**config.mk**
```make
export PLATFORM = sky130hd
export DESIGN_NAME = cmp_mask_collector
export DESIGN_NICKNAME = d
export VERILOG_FILES = /design/src/rtl/cmp_mask_collector.sv
export SDC_FILE = /design/constraint.sdc
export NUM_CORES = 1
export LEC_CHECK = 0
export CORE_AREA = 2 2 69 71
export CTS_CLUSTER_SIZE = 16
export DETAILED_ROUTE_END_ITERATION = 10
export DIE_AREA = 0 0 71 73
export GPL_TIMING_DRIVEN = 0
export PLACE_DENSITY = 0.79
export REMOVE_ABC_BUFFERS = 1
export SYNTH_ARGS = -nofsm -noshare
export SYNTH_HDL_FRONTEND = slang
export SYNTH_SLANG_ARGS = --single-unit
```
**constraint.sdc**
```tcl
create_clock -name clk_i -period 3.1 [get_ports clk_i]
set_clock_uncertainty 0.2 [all_clocks]
set_input_delay 0.775 -clock clk_i [delete_from_list [all_inputs] [get_ports clk_i]]
set_output_delay 0.775 -clock clk_i [all_outputs]
set_load 0.1 [all_outputs]
```
**src/rtl/cmp_mask_collector.sv**
```systemverilog
// cmp_mask_collector: consumer end of the compare-unit result stream.
// Packs result bit 0 of each valid beat into an MVL-wide mask seeded from
// old_mask (tail-undisturbed), commits it through a valid/ready write port and
// then pulses done for one cycle.
// Optional feature macro: CMP_COLLECT_MASK_EN -- when defined, beats whose
// element mask bit (res_in[DATA_WIDTH]) is 0 leave their mask bit undisturbed.
module cmp_mask_collector #(
  parameter int DATA_WIDTH = 32,
  parameter int MVL        = 16,
  parameter int VLR_W      = 4
) (
  input  logic                  clk_i,
  input  logic                  rst,
  input  logic                  start,
  input  logic [VLR_W-1:0]      VLR,
  input  logic [MVL-1:0]        old_mask,
  input  logic [DATA_WIDTH+1:0] res_in,
  output logic                  busy,
  output logic                  wr_valid,
  input  logic                  wr_ready,
  output logic [MVL-1:0]        wr_data,
  output logic                  done,
  output logic                  err
);

  // Element counter must hold the value MVL itself, so it is one bit wider
  // than the mask index when MVL is a power of two.
  localparam int CNT_W = $clog2(MVL + 1);

  typedef enum logic [1:0] {
    IDLE    = 2'd0,
    COLLECT = 2'd1,
    WRITE   = 2'd2
  } state_t;

  state_t           state_q, state_d;
  logic [CNT_W-1:0] n_q, n_d;
  logic [CNT_W-1:0] idx_q, idx_d;
  logic [MVL-1:0]   acc_q, acc_d;
  logic             busy_q, busy_d;
  logic             wr_valid_q, wr_valid_d;
  logic             done_q, done_d;
  logic             err_q, err_d;

  logic             beat_valid;
  logic             elem_active;
  logic [CNT_W-1:0] vlr_clip;

  assign beat_valid = res_in[DATA_WIDTH+1];

`ifdef CMP_COLLECT_MASK_EN
  assign elem_active = res_in[DATA_WIDTH];
  logic unused_res_bits;
  assign unused_res_bits = ^res_in[DATA_WIDTH-1:1];
`else
  // Element mask bit is ignored: every valid beat writes its mask bit.
  assign elem_active = 1'b1;
  logic unused_res_bits;
  assign unused_res_bits = ^res_in[DATA_WIDTH:1];
`endif

  // Requested element count clipped to the mask width.
  always_comb begin
    if (int'(VLR) > MVL) vlr_clip = CNT_W'(MVL);
    else                 vlr_clip = CNT_W'(VLR);
  end

  // Next-state and next-output logic for the IDLE -> COLLECT -> WRITE sequence.
  always_comb begin
    // NOTE: every variable gets a default here so no path leaves one unassigned,
    // which would otherwise infer a latch.
    state_d    = state_q;
    n_d        = n_q;
    idx_d      = idx_q;
    acc_d      = acc_q;
    busy_d     = busy_q;
    wr_valid_d = wr_valid_q;
    done_d     = 1'b0;
    err_d      = err_q;

    case (state_q)
      IDLE: begin
        if (start) begin
          // A beat coinciding with start is dropped silently.
          n_d    = vlr_clip;
          acc_d  = old_mask;
          idx_d  = '0;
          busy_d = 1'b1;
          err_d  = 1'b0;
          if (vlr_clip == '0) begin
            state_d    = WRITE;
            wr_valid_d = 1'b1;
          end else begin
            state_d = COLLECT;
          end
        end else if (beat_valid) begin
          err_d = 1'b1;
        end
      end

      COLLECT: begin
        if (beat_valid) begin
          for (int i = 0; i < MVL; i++) begin
            if (i == int'(idx_q) && elem_active) acc_d[i] = res_in[0];
          end
          idx_d = idx_q + CNT_W'(1);
          if (idx_q + CNT_W'(1) == n_q) begin
            state_d    = WRITE;
            wr_valid_d = 1'b1;
          end
        end
      end

      WRITE: begin
        if (beat_valid) err_d = 1'b1;
        if (wr_ready) begin
          state_d    = IDLE;
          wr_valid_d = 1'b0;
          busy_d     = 1'b0;
          done_d     = 1'b1;
        end
      end

      default: state_d = IDLE;
    endcase
  end

  // State and registered outputs; reset discards any vector in flight.
  always_ff @(posedge clk_i or posedge rst) begin
    // NOTE: non-blocking assignments so every flop samples pre-edge values.
    if (rst) begin
      state_q    <= IDLE;
      n_q        <= '0;
      idx_q      <= '0;
      acc_q      <= '0;
      busy_q     <= 1'b0;
      wr_valid_q <= 1'b0;
      done_q     <= 1'b0;
      err_q      <= 1'b0;
    end else begin
      state_q    <= state_d;
      n_q        <= n_d;
      idx_q      <= idx_d;
      acc_q      <= acc_d;
      busy_q     <= busy_d;
      wr_valid_q <= wr_valid_d;
      done_q     <= done_d;
      err_q      <= err_d;
    end
  end

  assign busy     = busy_q;
  assign wr_valid = wr_valid_q;
  assign wr_data  = acc_q;
  assign done     = done_q;
  assign err      = err_q;

endmodule
```
==> out/qor.csv <==
metric;value;unit
run_status;finished clean;
fin_crit_sh;90.5;%
synth_top_area_share;41.7;%
drtIter0Drc;120;
setup_tns;0;ps
netlist_area;1860;µm²
path_clk_slew;70;ps
cts_tree;built;
end_kind;primary output;
cp_slowest_stage_delay;1150;ps
die_h;73;µm
dieArea;5180;µm²
antenna_cells;0;
row_count;25;
clock_latency;290;ps
rsz0062_at_grt;false;
crit_buf_inv;1;
ys_types;39;
synthCells;199;
r2r_start;state_q[1]$_DFFE_PP0P_;
ys_warn_count;0;
grt.total_usage;17.8;%
critPathCapture;busy;
crit_type;flip-flop to primary output;
first_global_vias;1572;
routed_wl;4.29;mm
netlist_top_cells_area;dfrtp_1 (42%), a21oi_1 (5.7%), ha_1 (5.4%);
syn_to_final_growth;31.4;%
worstPathRequired;2120;ps
crit_start;busy$_DFFE_PP0P_;
worstMarginPinSlew;1120;ps
cts.sink_count;31;
hold_path_class;flip-flop to flip-flop;
timing.fmax;356;MHz
final_layout_size_suffix_gt1_share;7.44;%
drt_pass1_iterations;4;
r2r_end;wr_data[9]$_DFFE_PP0P_;
fin_util;53.9;%
seq_area_frac_synth;41.7;%
drc;0;
critPathMaxFanout;3;
setup_viol;0;
die_w;71;µm
port_buffers;45;
cp-start-kind;flip-flop;
post_drt_wl_per_cell;14.5;µm
root_buffer;clkbuf_8;
vias;1629;
path_cells;clkdlybuf4s50_1;
fin_nets;307;
place_congestion;0.818;
start_util;41.0;%
holdWs;298;ps
drv_slew;0;
finalHoldViolations;0;
cts_hold_buf;0;
synthFlopType;dfrtp_1;
cts_buffers;5;
core-area;4540;µm²
arrival;1830;ps
max_cap_viol_count;0;
cts_buffer_depth;2;
relSlewSlack;24.8;%
synth-edff-count;0;
crit_cells;1;
grt_pass1_wl;7.25;mm
rrSetupSlack;370;ps
design.portCount;78;
grt_overflow_total;0;
slowest_stage;clkdlybuf4s50_1;
ant_nets;0;
synth-seq-cells;31;
async_flop_share;100;%
avgSynthCellArea;9.34;µm²
antenna_found_initial;0;
fillers;403;
r2r_cells;7;
yosys.area.top_type;dfrtp_1;
path_delay_family;buffers and inverters;
post_cts_buffers;0;
dp_hpwl;3.06;mm
layout_min_cycle_time;2810;ps
drt-vias-per-instance;5.50;
grt_max_degree;35;
cts_max_level;2;
final cells by class:
| class | count | area (µm²) | area share [%] |
|---|---|---|---|
| multi-input cells | 149 | 998 | 40.9 |
| flip-flops and latches | 31 | 776 | 31.7 |
| repair buffers | 45 | 450 | 18.4 |
| clock buffers | 6 | 82.6 | 3.38 |
| well taps | 54 | 67.6 | 2.76 |
| clock inverters | 2 | 35.0 | 1.43 |
| inverters | 9 | 33.8 | 1.38 |
metal layers:
| metal | vias up | wire length [µm] | part of all wire [%] | global-route usage (%) |
|---|---|---|---|---|
| met1 | 790 | 1960 | 46 | 22.0 |
| met3 | 7 | 191 | 4.5 | 5.11 |
| met4 | 0 | 51 | 1.2 | 5.66 |
| met2 | 37 | 2090 | 49 | 30.2 |
| li1 | 795 | - | - | - |
| met5 | - | 0 | 0 | 0 |
worst min-delay path by stage:
stage / startpoint / end / cells after the start / slack, ps
2_1_floorplan: n_q[1]$_DFFE_PP0P_ / n_q[1]$_DFFE_PP0P_ / 1 / 300
3_3_place_gp: wr_valid$_DFFE_PP0P_ / wr_valid$_DFFE_PP0P_ / 1 / 290
3_5_place_dp: wr_valid$_DFFE_PP0P_ / wr_valid$_DFFE_PP0P_ / 1 / 290
4_1_cts: wr_valid$_DFFE_PP0P_ / wr_valid$_DFFE_PP0P_ / 1 / 310
5_1_grt: wr_valid$_DFFE_PP0P_ / wr_valid$_DFFE_PP0P_ / 1 / 340
6_report: wr_valid$_DFFE_PP0P_ / wr_valid$_DFFE_PP0P_ / 1 / 300
flip-flops by register name (all words and copies together) (netlist names):
signal and count:
wr_data 16, idx_q 5, n_q 4, state_q 2
busy 1, done 1, err 1, wr_valid 1
cell usage in the layout (no fill, tap or decap), types with 3 or more instances in the layout:
master | synthesis | layout
clkdlybuf4s50_1 | 0 | 45
dfrtp_1 | 31 | 31
nand2_1 | 22 | 22
a21oi_1 | 21 | 21
nor2_1 | 14 | 13
o22ai_1 | 12 | 12
o21ai_0 | 11 | 11
mux2i_1 | 10 | 10
inv_1 | 9 | 8
ha_1 | 8 | 7
nand3_1 | 6 | 6
clkbuf_8 | 0 | 6
mux2_2 | 4 | 4
xnor2_1 | 4 | 4
a2bb2oi_1 | 3 | 3
nand2b_1 | 3 | 3
a22o_1 | 3 | 3
a22oi_1 | 3 | 3
stage by stage:
| step | worst slack (ps) | instance area [µm²] | instances |
|---|---|---|---|
| after detailed placement | -352 | 2320 | 288 |
| after global routing | 135 | 2440 | 296 |
| final | 293 | 2440 | 296 |
| after floorplan | 428 | 1800 | 189 |
| after global placement | -338 | 2320 | 288 |
| after CTS | 65.6 | 2440 | 296 |
worst register-to-register path, delay by kind of cell (launching register included):
family                     cells  cell delay, ps
and+or+nand+nor                2             780
AOI/OAI and AO/OA              2             240
adders and majority gates      1             630
DFF                            1             380
muxes                          1             240
buffers and inverters          1             100
timing repair:
action                                  in CTS  in global routing
hold endpoints to repair                     0                  0
resized for setup                            1                  1
endpoints found under the setup margin       9                  8
cell families (layout without fill, tap and decap cells):
family	count (synthesis)	count (layout)	share of synthesized area (%)
adder cells (fa/ha/maj)	8	8	5.38
buffers and inverters	19	62	4.84
multiplexers	16	16	9.62
flip-flops	31	31	41.7
AO/OA/AOI/OAI	58	58	19.0
AND/OR/NAND/NOR	61	61	16.6
XOR/XNOR	6	6	2.83
cell usage after synthesis, types with 2 or more instances:
library cell	count
dfrtp_1	31
nand2_1	22
a21oi_1	21
nor2_1	14
o22ai_1	12
o21ai_0	11
mux2i_1	10
inv_1	9
ha_1	8
nand3_1	6
clkbuf_1	4
mux2_2	4
xnor2_1	4
a22o_1	3
a22oi_1	3
a2bb2oi_1	3
buf_2	3
nand2b_1	3
and2_1	2
and3_1	2
buf_4	2
nand3b_1	2
nand4b_1	2
nor3b_1	2
xor2_1	2
Power is left out: the tool's default activity adds up to more than one toggle a clock period on the data nets, which glitch-free logic cannot reach.
